`config.mk`:
```
export PLATFORM = sky130hd
export DESIGN_NAME = fe_stream_arbiter
export DESIGN_NICKNAME = d
export VERILOG_FILES = /design/src/rtl/fe_arb_pkg.sv /design/src/rtl/fe_stream_arbiter_rr_pick.sv /design/src/rtl/fe_stream_arbiter.sv
export SDC_FILE = /design/constraint.sdc
export NUM_CORES = 1
export LEC_CHECK = 0
export ABC_CLOCK_PERIOD_IN_PS = 2700
export CAP_MARGIN = 20
export CELL_PAD_IN_SITES_DETAIL_PLACEMENT = 1
export CELL_PAD_IN_SITES_GLOBAL_PLACEMENT = 1
export CORE_MARGIN = 10
export CORE_UTILIZATION = 21
export CTS_BUF_LIST = sky130_fd_sc_hd__clkbuf_8
export DETAILED_ROUTE_END_ITERATION = 7
export PLACE_DENSITY_LB_ADDON = 0.1
export SLEW_MARGIN = 10
export SYNTH_ARGS = -nofsm -noshare
export SYNTH_HDL_FRONTEND = slang
export SYNTH_HIERARCHICAL = 1
export SYNTH_SLANG_ARGS = --single-unit
export TNS_END_PERCENT = 1
```
`constraint.sdc`:
```
create_clock -name BUS_CLK -period 2.7 [get_ports BUS_CLK]
set_input_delay 0.27 -clock BUS_CLK [delete_from_list [all_inputs] [get_ports BUS_CLK]]
set_output_delay 0.27 -clock BUS_CLK [all_outputs]
set_load 0.01 [all_outputs]
```
`src/rtl/fe_arb_pkg.sv`:
```
// Shared types and helpers for the front-end stream arbiters.
package fe_arb_pkg;

  localparam int unsigned DATA_W   = 32;
  localparam int unsigned MAX_CH   = 16;
  localparam int unsigned CH_IDX_W = 4;

  typedef enum logic {
    ARB_IDLE = 1'b0,
    ARB_BUSY = 1'b1
  } arb_state_e;

  // Rotate-priority pick: first set bit of req searching last+1, last+2, ...
  // wrapping at width; last itself is reached on the final step, so a lone
  // requester is always re-selected.
  function automatic logic [MAX_CH-1:0] rr_next(
    input logic [MAX_CH-1:0]   req,
    input logic [CH_IDX_W-1:0] last,
    input int unsigned         width
  );
    logic [MAX_CH-1:0]   gnt;
    logic                found;
    int unsigned         idx;
    logic [CH_IDX_W-1:0] idx_s;
    gnt   = '0;
    found = 1'b0;
    for (int unsigned i = 1; i <= MAX_CH; i++) begin
      if ((i <= width) && !found) begin
        idx   = (32'(last) + i) % width;
        idx_s = CH_IDX_W'(idx);
        if (req[idx_s]) begin
          gnt[idx_s] = 1'b1;
          found      = 1'b1;
        end
      end
    end
    return gnt;
  endfunction

endpackage

```
`src/rtl/fe_stream_arbiter_rr_pick.sv`:
```
// Combinational rotate-priority selector: request vector plus index of the
// last channel served gives a one-hot grant and a valid flag.
module rr_pick
  import fe_arb_pkg::*;
#(
  parameter int unsigned WIDTH = 4,
  parameter int unsigned IDX_W = $clog2(WIDTH)
) (
  input  logic [WIDTH-1:0] req,
  input  logic [IDX_W-1:0] last,
  output logic [WIDTH-1:0] grant,
  output logic             valid
);

  logic [MAX_CH-1:0]   req_ext;
  logic [CH_IDX_W-1:0] last_ext;
  logic [MAX_CH-1:0]   gnt_ext;

  // Widen to the package helper's fixed width and pick the next requester.
  always_comb begin
    req_ext              = '0;
    req_ext[WIDTH-1:0]   = req;
    last_ext             = '0;
    last_ext[IDX_W-1:0]  = last;
    gnt_ext              = rr_next(req_ext, last_ext, WIDTH);
    grant                = gnt_ext[WIDTH-1:0];
    valid                = |req;
  end

endmodule

```
`src/rtl/fe_stream_arbiter.sv`:
```
// Round-robin burst arbiter sharing the 32-bit data FIFO write port between
// WIDTH fei4_rx receiver FIFOs (first-word-fall-through). Zero-latency
// forwarding: read strobe, WRITE_OUT and DATA_OUT are combinational from the
// registered grant. Optional FE_ARB_WORD_CNT_EN adds the WORD_CNT port and
// its 32-bit forwarded-word counter.
module fe_stream_arbiter
  import fe_arb_pkg::*;
#(
  parameter int unsigned WIDTH     = 4,
  parameter int unsigned MAX_BURST = 16
) (
  input  logic                    BUS_CLK,
  input  logic                    BUS_RST_n,
  input  logic [WIDTH-1:0]        ENABLE,
  input  logic [WIDTH-1:0]        FIFO_EMPTY,
  input  logic [DATA_W*WIDTH-1:0] FIFO_DATA,
  output logic [WIDTH-1:0]        FIFO_READ,
  input  logic                    DOWN_READY,
  output logic                    WRITE_OUT,
  output logic [DATA_W-1:0]       DATA_OUT,
  output logic [WIDTH-1:0]        GRANT
`ifdef FE_ARB_WORD_CNT_EN
  ,
  output logic [31:0]             WORD_CNT
`endif
);

  localparam int unsigned      IDX_W      = $clog2(WIDTH);
  localparam int unsigned      CNT_W      = 8;
  localparam logic [CNT_W-1:0] BURST_LAST = CNT_W'(MAX_BURST - 1);
  localparam logic [IDX_W-1:0] LAST_RST   = IDX_W'(WIDTH - 1);

  arb_state_e        state_q, state_d;
  logic [WIDTH-1:0]  grant_q, grant_d;
  logic [IDX_W-1:0]  last_q, last_d;
  logic [CNT_W-1:0]  cnt_q, cnt_d;

  logic [WIDTH-1:0]  req;
  logic [WIDTH-1:0]  pick;
  logic              pick_valid;
  logic [IDX_W-1:0]  g_idx;
  logic [DATA_W-1:0] g_data;
  logic              g_enable;
  logic              g_avail;
  logic              xfer;
  logic              release_g;

  assign req = ENABLE & ~FIFO_EMPTY;

  rr_pick #(
    .WIDTH (WIDTH),
    .IDX_W (IDX_W)
  ) u_rr_pick (
    .req   (req),
    .last  (last_q),
    .grant (pick),
    .valid (pick_valid)
  );

  // Decode the registered one-hot grant into an index and a data word; the
  // word is zero whenever nothing is granted.
  always_comb begin
    g_idx  = '0;
    g_data = '0;
    for (int unsigned i = 0; i < WIDTH; i++) begin
      if (grant_q[i]) begin
        g_idx  = IDX_W'(i);
        g_data = FIFO_DATA[i*DATA_W +: DATA_W];
      end
    end
  end

  assign g_enable  = |(grant_q & ENABLE);
  assign g_avail   = |(grant_q & ~FIFO_EMPTY);
  assign xfer      = (state_q == ARB_BUSY) && g_enable && g_avail && DOWN_READY;
  assign release_g = (xfer && (cnt_q == BURST_LAST)) || !g_avail || !g_enable;

  assign FIFO_READ = grant_q & {WIDTH{xfer}};
  assign WRITE_OUT = xfer;
  assign DATA_OUT  = g_data;
  assign GRANT     = grant_q;

  // Next-state: grant in IDLE, count and release in BUSY.
  always_comb begin
    state_d = state_q;
    grant_d = grant_q;
    last_d  = last_q;
    cnt_d   = cnt_q;
    case (state_q)
      ARB_IDLE: begin
        if (pick_valid) begin
          grant_d = pick;
          cnt_d   = '0;
          state_d = ARB_BUSY;
        end
      end
      ARB_BUSY: begin
        if (xfer) begin
          cnt_d = cnt_q + 1'b1;
        end
        if (release_g) begin
          grant_d = '0;
          last_d  = g_idx;
          state_d = ARB_IDLE;
        end
      end
      default: begin
        state_d = ARB_IDLE;
        grant_d = '0;
      end
    endcase
  end

  // Arbiter state register.
  always_ff @(posedge BUS_CLK or negedge BUS_RST_n) begin
    if (!BUS_RST_n) begin
      state_q <= ARB_IDLE;
      grant_q <= '0;
      last_q  <= LAST_RST;
      cnt_q   <= '0;
    end else begin
      state_q <= state_d;
      grant_q <= grant_d;
      last_q  <= last_d;
      cnt_q   <= cnt_d;
    end
  end

`ifdef FE_ARB_WORD_CNT_EN
  logic [31:0] word_cnt_q;

  // Free-running forwarded-word counter, wraps naturally.
  always_ff @(posedge BUS_CLK or negedge BUS_RST_n) begin
    if (!BUS_RST_n) begin
      word_cnt_q <= '0;
    end else if (xfer) begin
      word_cnt_q <= word_cnt_q + 32'd1;
    end
  end

  assign WORD_CNT = word_cnt_q;
`endif

endmodule
```
==> results.md <==
- Status: finished clean
- Power density cells: 740 mW/mm^2
- Die area: 0.0136 mm^2
- Ys Warns: 6
- CP max FO: 9
- Top cell type's share of synthesized area: 24.2%
- Initial Util: 21.4%
- Worst slew pin tran: 0.726 ns
- Syn Inst Count: 243
- DPL Wire Length: 9640 um
- Final TNS setup: 0 ns
- WP data required: 2.43 ns
- Crit start category: flip-flop
- Diodes inserted: 0
- #FFs+latches synth: 15
- Clock Skew: 0.00171 ns
- Final Hold Viols: 0
- H-tree depth: 1
- Via density: 5.08
- Worst Hold Class: in -> async
- Post-Synthesis Cell Area: 0.00196 mm^2
- Max-slew violations: 0
- Fin util: 43.4%
- Crit path DAT: 2.24 ns
- Gpl congestion: 0.811
- Clock tree root driver cell: clkbuf_8
- Routed WL: 11,500 um
- DRT iter0 DRCs: 152
- Largest net degree at the start of global routing: 69
- Row cnt: 35
- Global route total overflow: 0
- Area leader, netlist: a22oi_1
- Fin crit share: 92.8%
- Antenna violations before repair: 0
- RSZ-0062 raised after global routing: false
- Routed vias: 2,683
- Final setup viols: 0
- Core area: 0.00915 mm^2
- Worst-Skew Late Latency: 0.25 ns
- Max Buffers Root-to-Sink: 2
- Max Cap Violations: 0
- Post-synthesis sequential area ratio: 19.3%
- Peak VDD IR: 305 uV
- Fillers: 1,059
- Horiz. Die Dim: 117 um
- Layout cells sized above 1: 6.47%
- CTS Buf Count: 3
- Avg WL per Cell: 21.8 um
- Die Y: 117 um
- IO Pins: 180
- Fin crit period: 2.51 ns
- Fmax: 0.399 GHz
- Leak Pwr: 1.40 nW
- CP Capture Type: output pin
- Total iterations of the first detailed-routing run: 4
- WS Path Type: reg -> out
- Syn_nets: 391
- IO Port Bufs: 179
- Syn_area_per_cell: 8.05 um^2
- TritonCTS clock tree: done
- Layout area overhead: 103%
- Clk pin slew, worst setup/hold paths: 0.06 ns
- Max-slew headroom: 51.5%
- Hold buffers post-CTS: 0
- GRT Overall Usage: 16.1%
- # DRC: 0
- # clock sinks: 15
- NumNets Final: 566
- Post-synth cell types: 42
- Final antenna-violating net count: 0
- Cell types occupying the most area after synthesis: a22oi_1, dfrtp_1, o21ai_0, ha_1, nand2_1
- First-pass GRT wire length: 17,000 um
- Vias in the first global route: 2,968
cell families (layout without fill, tap and decap cells):
logic type / count (synthesis) / count (layout) / synth area share, %
buffers and inverters: 30 / 204 / 6.20
muxes: 8 / 8 / 7.03
DFF: 15 / 15 / 19.3
and+or+nand+nor: 58 / 58 / 17.4
xor gates and xnor gates: 5 / 5 / 2.24
AOI/OAI and AO/OA: 118 / 118 / 42.1
adders and majority gates: 9 / 9 / 5.75
power by group:
part	switching, mW	internal, mW	total, mW
sequential	0.0596	0.269	0.329
clock	0.0844	0.101	0.185
combinational	1.18	1.24	2.43
total	1.33	1.61	2.94
per-layer routing:
metal | track usage, % | share of wire, % | vias to the layer above
met5 | 0 | 0 | -
met4 | 2.47 | 0.65 | 0
met3 | 9.04 | 12 | 6
met2 | 27.6 | 50 | 112
met1 | 17.3 | 37 | 1267
li1 | - | - | 1298
sequential cells by signal, summed over array words and instances, names as in the netlist:
name     cells
state_q      1
GRANT        4
cnt_q        8
last_q       2
layout make-up:
class / instances / area, um^2 / share of cell area [%]
repair buffers: 190 / 1900 / 47.8
multi-input cells: 198 / 1480 / 37.1
flip-flops and latches: 15 / 379 / 9.54
well taps: 111 / 139 / 3.49
clock buffers: 3 / 41.3 / 1.04
inverters: 10 / 37.5 / 0.944
clock inverters: 1 / 3.75 / 0.0944
layout by cell type (no fill, tap or decap), types with 6 or more instances in the layout:
| master | synthesis | final |
|---|---|---|
| nand2_1 | 17 | 17 |
| buf_4 | 0 | 9 |
| clkdlybuf4s50_1 | 0 | 179 |
| inv_1 | 9 | 10 |
| dfrtp_1 | 13 | 12 |
| nor2b_1 | 8 | 7 |
| nor2_1 | 6 | 6 |
| ha_1 | 9 | 9 |
| o21ai_0 | 31 | 31 |
| a22oi_1 | 63 | 63 |
through the flow:
stage	instance area, um^2	hold slack, ns	power (mW)	cells	worst slack (ns)
floorplan	1960	-0.0256	1.43	243	0.401
global placement	3920	0.488	2.76	524	0.167
detailed placement	3920	0.509	2.79	524	0.0973
CTS	3970	0.467	2.99	528	0.0223
global route	3980	0.501	3.20	528	0.0599
finish	3980	0.450	2.94	528	0.195
worst max-delay path: stages (launching register included):
cell and delay, ns:
dfrtp_1 0.51, nor2b_1 0.26, a2111oi_4 0.08, nor3_4 0.40, and2_1 0.18, clkdlybuf4s50_1 0.55
path summary, 6_finish.rpt:
check                      cells after the start  slack (ns)  startpoint      endpoint
max in group asynchronous                      1        1.75   BUS_RST_n      GRANT[3]
setup reg to reg                               7        0.28   last_q[1]      GRANT[1]
min in group BUS_CLK                           1        0.51    cnt_q[3]      cnt_q[3]
hold / removal                                 1        0.45   BUS_RST_n      cnt_q[7]
setup / recovery                               5        0.19    GRANT[2]  FIFO_READ[1]
hold reg to reg                                1        0.51    cnt_q[3]      cnt_q[3]
Yosys cell counts, drive strengths merged:
library cell,number
buf,5
nor2,6
o22ai,3
and3,1
o211ai,4
ha,9
nand3,4
a22oi,63
a221oi,1
nor3,3
nor3b,4
a2111oi,1
xnor2,4
o21ai,34
clkbuf,15
dfrtp,13
and2b,1
mux4,4
o31ai,2
or2,2
nor2b,8
clkinv,1
dfstp,2
nor4,3
a21oi,5
mux2i,4
or4,2
nor4b,2
a22o,5
and2,4
xor2,1
inv,9
nand2,17
or4b,1
timing repair:
action,CTS,global route
resized for setup,0,1
setup endpoints to repair,0,4
endpoints found under the hold margin,0,0
buffers inserted,0,0
(Power assumes the default switching activity.)
